File: src/rtl/i2c_wb_arbiter.sv
// Two-port round-robin Wishbone arbiter in front of the I2C master's slave port.
// Grant is held for a whole cyc; a per-access watchdog aborts strobes that are never acked.
module i2c_wb_arbiter #(
  parameter int unsigned TIMEOUT = 255,
  parameter int unsigned TW      = 8
) (
  input  logic        wb_clk_i,
  input  logic        wb_rst_i,

  input  logic        m0_cyc_i,
  input  logic        m0_stb_i,
  input  logic        m0_we_i,
  input  logic [3:0]  m0_sel_i,
  input  logic [31:0] m0_adr_i,
  input  logic [31:0] m0_dat_i,
  output logic        m0_ack_o,
  output logic        m0_err_o,
  output logic [31:0] m0_dat_o,

  input  logic        m1_cyc_i,
  input  logic        m1_stb_i,
  input  logic        m1_we_i,
  input  logic [3:0]  m1_sel_i,
  input  logic [31:0] m1_adr_i,
  input  logic [31:0] m1_dat_i,
  output logic        m1_ack_o,
  output logic        m1_err_o,
  output logic [31:0] m1_dat_o,

  output logic        s_cyc_o,
  output logic        s_stb_o,
  output logic        s_we_o,
  output logic [3:0]  s_sel_o,
  output logic [31:0] s_adr_o,
  output logic [31:0] s_dat_o,
  input  logic        s_ack_i,
  input  logic [31:0] s_dat_i,

  output logic [1:0]  grant_o,
  output logic        timeout_o
);

  typedef enum logic [1:0] {
    IDLE = 2'd0,
    GNT0 = 2'd1,
    GNT1 = 2'd2
  } state_t;

  localparam logic          WD_EN = (TIMEOUT != 0);
  localparam logic [TW-1:0] TO_W  = TW'(TIMEOUT);

  // Requester signals packed by port index so the mux and gating can be indexed.
  logic [1:0]       m_cyc;
  logic [1:0]       m_stb;
  logic [1:0]       m_we;
  logic [1:0][3:0]  m_sel;
  logic [1:0][31:0] m_adr;
  logic [1:0][31:0] m_dat;
  logic [1:0]       m_ack;
  logic [1:0]       m_err;

  assign m_cyc = {m1_cyc_i, m0_cyc_i};
  assign m_stb = {m1_stb_i, m0_stb_i};
  assign m_we  = {m1_we_i,  m0_we_i};
  assign m_sel = {m1_sel_i, m0_sel_i};
  assign m_adr = {m1_adr_i, m0_adr_i};
  assign m_dat = {m1_dat_i, m0_dat_i};

  state_t        state_q, state_d;
  logic          last_q, last_d;
  logic          abort_q, abort_d;
  logic          timeout_q, timeout_d;
  logic [TW-1:0] cnt_q, cnt_d;

  logic          s_cyc_q, s_cyc_d;
  logic          s_stb_q, s_stb_d;
  logic          s_we_q, s_we_d;
  logic [3:0]    s_sel_q, s_sel_d;
  logic [31:0]   s_adr_q, s_adr_d;
  logic [31:0]   s_dat_q, s_dat_d;

  logic [1:0]    grant;
  logic          handover;
  logic          timeout_hit;
  logic          nxt_idx;

  always_comb begin
    grant = 2'b00;
    case (state_q)
      GNT0:    grant = 2'b01;
      GNT1:    grant = 2'b10;
      default: grant = 2'b00;
    endcase
  end

  // Arbitration happens only when idle or when the owner has let go of cyc.
  assign handover = (state_q == IDLE) ||
                    ((state_q == GNT0) && !m_cyc[0]) ||
                    ((state_q == GNT1) && !m_cyc[1]);

  // An ack in the same cycle as the limit wins over the abort.
  assign timeout_hit = WD_EN && s_stb_q && !s_ack_i && (cnt_q == TO_W);

  always_comb begin
    state_d = state_q;
    last_d  = last_q;
    abort_d = abort_q;
    if (handover) begin
      abort_d = 1'b0;
      if (m_cyc[0] && m_cyc[1]) begin
        state_d = last_q ? GNT0 : GNT1;
      end else if (m_cyc[0]) begin
        state_d = GNT0;
      end else if (m_cyc[1]) begin
        state_d = GNT1;
      end else begin
        state_d = IDLE;
      end
      if (state_d == GNT0) begin
        last_d = 1'b0;
      end else if (state_d == GNT1) begin
        last_d = 1'b1;
      end
    end else if (timeout_hit) begin
      abort_d = 1'b1;
    end
  end

  // Slave-side registers follow the owner selected for the next cycle.
  always_comb begin
    nxt_idx = (state_d == GNT1);
    s_cyc_d = 1'b0;
    s_stb_d = 1'b0;
    s_we_d  = s_we_q;
    s_sel_d = s_sel_q;
    s_adr_d = s_adr_q;
    s_dat_d = s_dat_q;
    if ((state_d != IDLE) && !abort_d) begin
      s_cyc_d = m_cyc[nxt_idx];
      s_stb_d = m_stb[nxt_idx];
      s_we_d  = m_we[nxt_idx];
      s_sel_d = m_sel[nxt_idx];
      s_adr_d = m_adr[nxt_idx];
      s_dat_d = m_dat[nxt_idx];
    end
  end

  always_comb begin
    cnt_d = cnt_q;
    if (!s_stb_q || s_ack_i) begin
      cnt_d = '0;
    end else if (cnt_q != '1) begin
      cnt_d = cnt_q + TW'(1);
    end
  end

  assign timeout_d = timeout_q | timeout_hit;

  always_ff @(posedge wb_clk_i) begin
    if (wb_rst_i) begin
      state_q   <= IDLE;
      last_q    <= 1'b1;
      abort_q   <= 1'b0;
      timeout_q <= 1'b0;
      cnt_q     <= '0;
      s_cyc_q   <= 1'b0;
      s_stb_q   <= 1'b0;
      s_we_q    <= 1'b0;
      s_sel_q   <= '0;
      s_adr_q   <= '0;
      s_dat_q   <= '0;
    end else begin
      state_q   <= state_d;
      last_q    <= last_d;
      abort_q   <= abort_d;
      timeout_q <= timeout_d;
      cnt_q     <= cnt_d;
      s_cyc_q   <= s_cyc_d;
      s_stb_q   <= s_stb_d;
      s_we_q    <= s_we_d;
      s_sel_q   <= s_sel_d;
      s_adr_q   <= s_adr_d;
      s_dat_q   <= s_dat_d;
    end
  end

  for (genvar gi = 0; gi < 2; gi++) begin : g_port
    assign m_ack[gi] = s_ack_i && grant[gi] && s_stb_q && !abort_q;
    assign m_err[gi] = timeout_hit && grant[gi];
  end

  assign m0_ack_o  = m_ack[0];
  assign m0_err_o  = m_err[0];
  assign m0_dat_o  = s_dat_i;
  assign m1_ack_o  = m_ack[1];
  assign m1_err_o  = m_err[1];
  assign m1_dat_o  = s_dat_i;

  assign s_cyc_o   = s_cyc_q;
  assign s_stb_o   = s_stb_q;
  assign s_we_o    = s_we_q;
  assign s_sel_o   = s_sel_q;
  assign s_adr_o   = s_adr_q;
  assign s_dat_o   = s_dat_q;

  assign grant_o   = grant;
  assign timeout_o = timeout_q;

endmodule

File: config.mk
export PLATFORM = sky130hd
export DESIGN_NAME = i2c_wb_arbiter
export DESIGN_NICKNAME = d
export VERILOG_FILES = /design/src/rtl/i2c_wb_arbiter.sv
export SDC_FILE = /design/constraint.sdc
export NUM_CORES = 1
export LEC_CHECK = 0
export ABC_AREA = 1
export CAP_MARGIN = 30
export CORE_MARGIN = 1.5
export CORE_UTILIZATION = 25
export DETAILED_ROUTE_END_ITERATION = 10
export DONT_BUFFER_PORTS = 1
export PLACE_DENSITY = 0.49
export SETUP_SLACK_MARGIN = 0.3
export SLEW_MARGIN = 10
export SYNTH_ARGS = -nofsm -noshare
export SYNTH_HDL_FRONTEND = slang
export SYNTH_SLANG_ARGS = --single-unit
File: constraint.sdc
create_clock -name wb_clk_i -period 2 [get_ports wb_clk_i]
set_input_delay 0 -clock wb_clk_i [delete_from_list [all_inputs] [get_ports wb_clk_i]]
set_output_delay 0 -clock wb_clk_i [all_outputs]
set_load 0.005 [all_outputs]
==> flow_summary.ini <==
[outcome]
status = finished clean

[route]
firstDrtPassIters = 5
drt_iter0_markers = 163
final_antenna_net_count = 0
route.vias.total = 5063
post_drt_wl_per_cell_um = 14.3
drc = 0
viasPerCell = 4.28
wirelength_um = 16900

[synthesis]
synth_common_cells = nand2_1, nor2_1, dfxtp_1
yosys_warnings = 0
netlist_top_cells_area = dfxtp_1, nand2_1, nor2_1, buf_4, nand3_1
synth.distinct_cells = 25
synthesis.area_mm2 = 0.00508
synthFlopType = dfxtp_1
ys_seq_area_share_pct = 33.1
synth.most_common_cell = nand2_1
synth_nets = 1017
synth_top_area_share_pct = 33.1
ys_ff_latch = 84
syn_inst = 838
synthArstFlopShare_pct = 0
synth_area_leader_cell = dfxtp_1
avgSynthCellArea_um2 = 6.07
synth_edf_count = 0

[worst_setup_path]
cp_slowest_stage_delay_ns = 0.37
critPathKind = flop to flop
r2r_slack_ns = 0.35
reg2regPathDepth = 13
endpoint_kind = flop
cp_max_fo = 7
endpoint = s_sel_o[3]
cp_slowest_cell = dfxtp_4
cp_data_arrival_time_ns = 1.89
critPathLaunch = cnt_q[1]
r2r_end = s_sel_o[3]
r2r_start = cnt_q[1]
crit_chain = ha_4 > inv_4 > nor2_4 > nand3_4 > nand2_2 > nand2_4 > nand2_4 > buf_12 > buf_12 > clkbuf_16 > nand2_1 > nand2_1 > nor2_1
required_ns = 2.24
cp-start-kind = flop

[clock_network]
cts_tree = done
clkTransAtPathRegs_ns = 0.07
clkSinkCount = 84
cts_made_buffers = 9
clockRootBuffer = clkbuf_16
htreeDepth = 3
cts_buffer_depth = 2
clk_latency_ns = 0.34

[run]
cap_violations = 0

[floorplan]
dieArea_mm2 = 0.0212
design.core.area_mm2 = 0.0197
rows = 51
die_h_um = 146
io_pins = 319
fp.dieW_um = 146
initial_core_util_pct = 25.8

[layout]
syn2layout_area_growth_pct = 39.7
final_util_pct = 36.0
diodes = 0
drive_gt1_share_pct = 10.2
layout.nets = 1093
finish.instance_area_mm2 = 0.00710

[grt]
antenna_found_initial = 0
first_global_vias = 5021
grt_max_degree = 40
overflow = 0
grt_pass1_wl_um = 25800
grtUsageTotal_pct = 15.4

[placement]
numPortBuffers = 0
dpl-instance-area_mm2 = 0.00476
hpwl_um = 9390
gp_congestion = 0.760

[sta]
period_minus_slack_ns = 1.65
hold_violations = 0
tns_ns = 0
finalMaxSlewViolations = 0
rsz0062_at_grt = true
maxSlewHeadroom_pct = 57.8
tightest_slew_ns = 0.632
setup_violations = 0
fmax_ghz = 0.604
period_share_pct = 82.7
clock_skew_ns = 0.0102

[hold_path]
hp-class = input port to output pin

[power_and_ir_drop]
leakagePower_nw = 3.40
cellPowerDensity_mw_per_mm2 = 824
vdd_drop_max_mv = 0.445
## state kept, by name (all words and copies together), names as in the netlist, 2 cells and up
signal,count
s_adr_o,32
s_dat_o,32
s_sel_o,4
cnt_q,8
state_q,2
## worst min-delay path by stage
stage,endpoint,startpoint,depth (start not counted)
6_report,m0_dat_o[10],s_dat_i[10],0
5_1_grt,m1_dat_o[16],s_dat_i[16],0
4_1_cts,m0_dat_o[13],s_dat_i[13],0
3_5_place_dp,m0_dat_o[13],s_dat_i[13],0
3_3_place_gp,m0_dat_o[13],s_dat_i[13],0
2_1_floorplan,timeout_o,wb_rst_i,1
## through the flow
stage	hold slack, ns	worst slack (ns)	total power, W	instances
floorplan	0.0691	0.421	0.00323	838
global placement	0.0000512	0.173	0.00332	1007
detailed placement	0.0000512	0.148	0.00334	1007
CTS	0.0000512	0.347	0.00578	1180
global route	0.0000121	0.249	0.00625	1184
finish	0.00000165	0.345	0.00586	1184
## where the power goes
part           switching [W]  total, W  internal, W
sequential          0.000207   0.00212      0.00191
clock               0.000719   0.00185      0.00113
combinational        0.00102   0.00189     0.000869
## layout make-up
| type | instances | area [um^2] |
|---|---|---|
| clock inverter | 5 | 83.8 |
| multi-input combinational | 560 | 2450 |
| inverter | 86 | 325 |
| clock buffer | 11 | 243 |
| sequential | 84 | 1690 |
| tap | 265 | 332 |
| fill | 2045 | 12600 |
| timing repair buffer | 173 | 1980 |
## routing by layer
layer  vias up  global-route usage (%)  wire [um]  part of all wire, %
li1       2583                       -          -                    -
met5         -                       0          0                    0
met1      2231                    16.7       7040                   42
met3        56                    4.01       1030                  6.1
met2       193                    27.3       8210                   49
met4         0                    8.11        630                  3.7
## cell families after synthesis
family,after synthesis,synth area share (%)
AO/OA/AOI/OAI,14,1.50
XOR/XNOR,4,0.689
adder cells (fa/ha/maj),2,0.492
buffers and inverters,194,22.0
flip-flops,84,33.1
AND/OR/NAND/NOR,540,42.2
## critical path, delay by kind of cell, from the launching register on
kind / cells / cell delay, ns
adders and majority gates: 1 / 0.16
buffers and inverters: 4 / 0.46
DFF: 1 / 0.37
and+or+nand+nor: 8 / 0.56
## cell usage in the layout, fill, tap and decap left out, types with 3 or more instances in the layout
master         count
nor2_4             4
dlygate4sd3_1    143
nand3_1           74
nand2_2           15
buf_16             8
buf_6              4
or2_2              3
inv_2              3
buf_12             6
nand2_4            9
clkbuf_16         13
inv_1             82
dfxtp_1           80
nor2_2             7
buf_4              8
a21oi_1            8
o21ai_0            3
nand2_1          277
nor2_1           149
## repair_timing
item / CTS / global route
endpoints found under the setup margin: 69 / 69
gates resized for setup: 26 / 39
hold buffers: 143 / 0
pin swaps: 3 / 19
hold endpoints to repair: 76 / 0
cloned: 6 / 4
setup buffers: 8 / 0
Power figures use the tool's default switching activity.
